**src/rtl/snake_head_mover.sv**
```systemverilog
// Snake head position generator for the 8x8 LED grid.
// Keys steer the head, a step counter paces moves, and a wall crossing latches the bump flag.
module snake_head_mover #(
  parameter int TICK_DIV  = 16,
  parameter int START_ROW = 3,
  parameter int START_COL = 3
) (
  input  logic            Clock,
  input  logic            reset,
  input  logic            L,
  input  logic            R,
  input  logic            U,
  input  logic            D,
  input  logic            run,
  output logic [7:0][7:0] head_position,
  output logic            tracking,
  output logic            snake,
  output logic [2:0]      row,
  output logic [2:0]      col,
  output logic [1:0]      state
);

  localparam int            CW = $clog2(TICK_DIV);
  localparam logic [CW-1:0] TC = CW'(TICK_DIV - 1);

  typedef enum logic [1:0] {
    IDLE   = 2'd0,
    MOVING = 2'd1,
    DEAD   = 2'd2
  } state_t;

  typedef enum logic [2:0] {
    DIR_NONE = 3'd0,
    DIR_U    = 3'd1,
    DIR_D    = 3'd2,
    DIR_L    = 3'd3,
    DIR_R    = 3'd4
  } dir_t;

  state_t        state_q;
  dir_t          dir_q;
  logic [CW-1:0] counter_q;

  dir_t          key_dir;
  dir_t          opp_dir;
  dir_t          eff_dir;
  logic          key_ok;
  logic          tick;
  logic          bump;
  logic [2:0]    nrow;
  logic [2:0]    ncol;

  function automatic logic [7:0][7:0] grid_decode(input logic [2:0] r, input logic [2:0] c);
    logic [7:0][7:0] g;
    g       = '0;
    g[r][c] = 1'b1;
    return g;
  endfunction

  assign state = state_q;

  // Priority pick happens first; if the winner reverses the snake, the whole key event is dropped.
  always_comb begin
    key_dir = DIR_NONE;
    if (U)      key_dir = DIR_U;
    else if (D) key_dir = DIR_D;
    else if (L) key_dir = DIR_L;
    else if (R) key_dir = DIR_R;

    opp_dir = DIR_NONE;
    case (dir_q)
      DIR_U:   opp_dir = DIR_D;
      DIR_D:   opp_dir = DIR_U;
      DIR_L:   opp_dir = DIR_R;
      DIR_R:   opp_dir = DIR_L;
      default: opp_dir = DIR_NONE;
    endcase

    key_ok  = (key_dir != DIR_NONE) && (key_dir != opp_dir);
    eff_dir = (state_q == MOVING && key_ok) ? key_dir : dir_q;
    tick    = run && (counter_q == TC);
  end

  // Next head position for the effective direction; a step off the grid is a bump, never a wrap.
  always_comb begin
    nrow = row;
    ncol = col;
    bump = 1'b0;
    case (eff_dir)
      DIR_U: if (row == 3'd0) bump = 1'b1; else nrow = row - 3'd1;
      DIR_D: if (row == 3'd7) bump = 1'b1; else nrow = row + 3'd1;
      DIR_L: if (col == 3'd0) bump = 1'b1; else ncol = col - 3'd1;
      DIR_R: if (col == 3'd7) bump = 1'b1; else ncol = col + 3'd1;
      default: bump = 1'b0;
    endcase
  end

  always_ff @(posedge Clock or posedge reset) begin
    if (reset) begin
      state_q       <= IDLE;
      dir_q         <= DIR_NONE;
      counter_q     <= '0;
      row           <= 3'(START_ROW);
      col           <= 3'(START_COL);
      head_position <= grid_decode(3'(START_ROW), 3'(START_COL));
      tracking      <= 1'b0;
      snake         <= 1'b0;
    end else begin
      tracking <= 1'b0;
      case (state_q)
        IDLE: begin
          counter_q <= '0;
          if (key_ok) begin
            dir_q   <= key_dir;
            state_q <= MOVING;
          end
        end
        MOVING: begin
          dir_q <= eff_dir;
          if (run) begin
            if (tick) begin
              counter_q <= '0;
              tracking  <= 1'b1;
              if (bump) begin
                snake   <= 1'b1;
                state_q <= DEAD;
              end else begin
                row           <= nrow;
                col           <= ncol;
                head_position <= grid_decode(nrow, ncol);
              end
            end else begin
              counter_q <= counter_q + 1'b1;
            end
          end
        end
        // Position is frozen, but the strobe keeps pacing so the overlay can blink.
        DEAD: begin
          if (run) begin
            if (tick) begin
              counter_q <= '0;
              tracking  <= 1'b1;
            end else begin
              counter_q <= counter_q + 1'b1;
            end
          end
        end
        default: state_q <= IDLE;
      endcase
    end
  end

endmodule

```
**config.mk**
```make
export PLATFORM = sky130hd
export DESIGN_NAME = snake_head_mover
export DESIGN_NICKNAME = d
export VERILOG_FILES = /design/src/rtl/snake_head_mover.sv
export SDC_FILE = /design/constraint.sdc
export NUM_CORES = 1
export LEC_CHECK = 0
export ABC_AREA = 1
export BUFFER_PORTS_ARGS = -buffer_cell sky130_fd_sc_hd__buf_2
export CORE_MARGIN = 1.5
export CORE_UTILIZATION = 35
export CTS_CLUSTER_DIAMETER = 60
export DETAILED_ROUTE_END_ITERATION = 16
export PLACE_DENSITY_LB_ADDON = 0.15
export SYNTH_ARGS = -nofsm -noshare
export SYNTH_HDL_FRONTEND = slang
export SYNTH_SLANG_ARGS = --single-unit
```
**constraint.sdc**
```tcl
create_clock -name Clock -period 7.7 [get_ports Clock]
set_clock_uncertainty 0.15 [all_clocks]
set_input_delay 1.155 -clock Clock [delete_from_list [all_inputs] [get_ports Clock]]
set_output_delay 1.155 -clock Clock [all_outputs]
set_load 0.01 [all_outputs]
```
==> reports/qor.yml <==
num_antenna_cells: 0
port_buffers: 80
cp_slowest_cell: "nor2_4"
synthArstFlopShare_pct: 100
io-pin-count: 81
synthDistinctLibCells: 32
wl_met2_um: 4820
yosys.area.top_type: "dfrtp_1"
ys_seq_elements: 81
arrival_ps: 3870
viasPerCell: 4.80
syn-cell-area_um2: 4230
stdcell_area_um2: 5030
fin_nets: 620
dp.cells: 735
area_growth_pct: 18.9
antenna_found_initial: 0
yosys-top-cells-area: "dfrtp_1 45%, nand2_1 20%, nand3_1 5.7%, nor2_4 3.7%, dfstp_2 3.1%"
cp-startpoint: "D"
die_h_um: 113
initial_utilization_pct: 36.4
numCtsBuffers: 9
dpl_cell_area_um2: 4750
timing.rr.end: "head_position[56]"
synth_flop_cell: "dfrtp_1"
insertion_delay_ps: 330
max_stage_delay_ps: 660
synth.net_count: 539
switching_share_pct: 37.1
fin_cells: 751
post_cts_buffers: 0
drive_gt1_share_pct: 24.2
totalPowerFinal_mw: 1.23
fin_crit_ps: 3750
place_congestion: 0.823
drc: 0
fp.dieW_um: 113
cts_hold_buf: 0
ctsResizeCount: 0
hp-class: "reg2reg"
critPathCaptureType: "flop"
combPwrFrac_pct: 30.1
max_freq_ghz: 0.267
peakVddDrop_v: 0.000115
p_clk_share_pct: 32.8
vias: 3604
hold_depth: 2
die_area_um2: 12800
synthCells: 522
fillerInstances: 1194
crit_buf_inv: 2
route.met3.wl_um: 534
gr-usage-all-layers_pct: 17.6
crit_chain: "buf_2, nor2_4, nor2_2, nand2_1, nand2_1, nand2_1, nand3_4, nand2_4, nand2_1, nand2_1, nand3_2, nor2_1, nor2_1, nand3_2, buf_4, nor2_4, nand3_1, nand2_1"
yosysSeqAreaShare_pct: 48.1
post-dp-hpwl_um: 7330
drt-met1-wl_um: 5210
postRouteWirelength_um: 10700
post_drt_wl_per_cell_um: 14.2
ys.warnings.count: 0
firstDrtPassIters: 4
whs_endpoint: "head_position[33]"
grt_pass1_wl_um: 17800
hold_violations: 0
p_leak_nw: 2.92
synth-edff-count: 0
grt.overflow.total: 0
worstHoldStart: "head_position[33]"
h-tree-depth: 3
pre_cts_slack_ps: 3570
synth_area_per_cell_um2: 8.10
period_share_pct: 48.7
crit_top_cell: "nand2_1"
clkTransAtPathRegs_ps: 60
setup_viol: 0
setup_slack_ps: 3950
grt_pass1_vias: 3556
grt_max_degree: 82
crit_path_max_fanout: 76
top_layer: "met4"
crit_type: "in2reg"
grt_setup_unrepaired: "false"
cts_tree: "built"
num_rows: 39
cts_max_path_buffers: 2
power.switching_mw: 0.457
r2r_cells: 16
cp_top_family: "simple AND/OR/NAND/NOR gates"
r2r_setup_slack_ps: 4530
maxCapViolCount: 0
fin_tns_setup_ps: 0
power_density_nw_per_um2: 245
timing.rr.start: "dir_q[0]"
startpoint_type: "primary input"
drtAntennaViolNets: 0
worstMarginPinSlew_ps: 1010
drtIter0Drc: 227
p_int_mw: 0.776
root_buffer: "clkbuf_16"
seq_power_share_pct: 37.2
outcome: "finished clean"
coreArea_um2: 11600
cp.required_ps: 7820
slew_viol_final: 0
netlist.area_leader.share_pct: 45.0
cts_sinks: 81
relSlewSlack_pct: 32.4
-- through the flow --
| stage | utilization [%] | hold slack, ps |
|---|---|---|
| global route | 43.3 | 340 |
| floorplan | - | 324 |
| global placement | 40.9 | 310 |
| finish | 43.3 | 326 |
| CTS | 43.3 | 326 |
| detailed placement | 40.9 | 310 |
-- power by group through the flow --
| stage | sequential [mW] | clock [mW] | combinational (mW) |
|---|---|---|---|
| 4_1_cts | 0.459 | 0.413 | 0.373 |
| 5_1_grt | 0.461 | 0.432 | 0.418 |
| 6_report | 0.459 | 0.404 | 0.371 |
| 3_3_place_gp | 0.467 | 0 | 0.368 |
| 3_5_place_dp | 0.466 | 0 | 0.372 |
| 2_1_floorplan | 0.464 | 0 | 0.298 |
-- cells in the mapped netlist, types with 2 or more instances --
| master | n |
|---|---|
| nor2_2 | 6 |
| nand2_1 | 221 |
| buf_2 | 3 |
| dfrtp_1 | 76 |
| nand2_2 | 4 |
| xor2_1 | 4 |
| nand3_2 | 8 |
| nand2_4 | 2 |
| inv_2 | 7 |
| dfstp_2 | 5 |
| nor3_1 | 2 |
| ha_1 | 10 |
| nor2_4 | 14 |
| inv_1 | 32 |
| nor2_1 | 24 |
| clkbuf_1 | 3 |
| o21ai_0 | 19 |
| o22ai_1 | 4 |
| nand4_1 | 7 |
| buf_4 | 6 |
| nand3_1 | 48 |
| nand3_4 | 3 |
| a21oi_1 | 2 |
| nand3b_1 | 4 |
-- worst register-to-register path, cell delays in order (launching register included) --
cell and delay [ps]:
dfrtp_1 420, inv_1 130, nand2_1 70, nand2_1 70, nor2_1 50, nor2_2 120
nand3_4 130, nand3_1 100, nand2_1 150, nand3_2 170, nor2_1 60, nor2_1 120
nand3_2 80, buf_4 370, nor2_4 660, nand3_1 170, nand2_1 100
-- worst max path at each step --
stage | to | slack (ps) | cells past startpoint
finish | head_position[56] | 3950 | 18
global route | head_position[10] | 3590 | 18
CTS | head_position[8] | 3920 | 18
detailed placement | head_position[8] | 3570 | 18
global placement | head_position[8] | 3650 | 17
floorplan | col[2] | 4320 | 1
-- cells by family after synthesis --
family,Yosys count,synth area share [%]
and+or+nand+nor,345,38.9
DFF,81,48.1
buffers and inverters,51,5.15
AOI/OAI and AO/OA,30,3.90
adders and majority gates,10,2.96
xor gates and xnor gates,5,1.04
-- layout make-up --
type	count	area, um^2	area share (%)
multi-input combinational	390	1980	39.4
inverter	39	148	2.94
timing repair buffer	82	415	8.26
clock inverter	3	25.0	0.498
clock buffer	13	250	4.98
tap	143	179	3.56
sequential	81	2030	40.4
-- registers in the layout, summed over array words and instances (netlist names) --
register / flops
snake: 1
tracking: 1
dir_q: 3
row: 3
col: 3
state: 2
head_position: 64
counter_q: 4
-- per-layer routing --
metal | track usage (%) | up-vias
met1 | 25.1 | 1702
li1 | - | 1822
met5 | 0 | -
met4 | 4.75 | 0
met2 | 27.4 | 73
met3 | 3.59 | 7
-- placed cells by master (no fill, tap or decap), types with 2 or more instances in the layout --
cell / count
buf_2: 80
clkbuf_16: 9
nand4_1: 7
buf_4: 2
nand2_1: 221
ha_1: 10
nor2_4: 14
nand3_1: 48
clkbuf_1: 3
o21ai_0: 19
nor2_1: 24
nand3b_1: 4
nand2_2: 4
inv_2: 7
o22ai_1: 4
nand3_4: 3
a21oi_1: 2
inv_1: 31
nor2_2: 6
dfrtp_1: 76
nand2_4: 2
dfstp_2: 5
xor2_1: 4
nor3_1: 2
nand3_2: 8
Note: power is estimated with default switching activity, not from simulation.
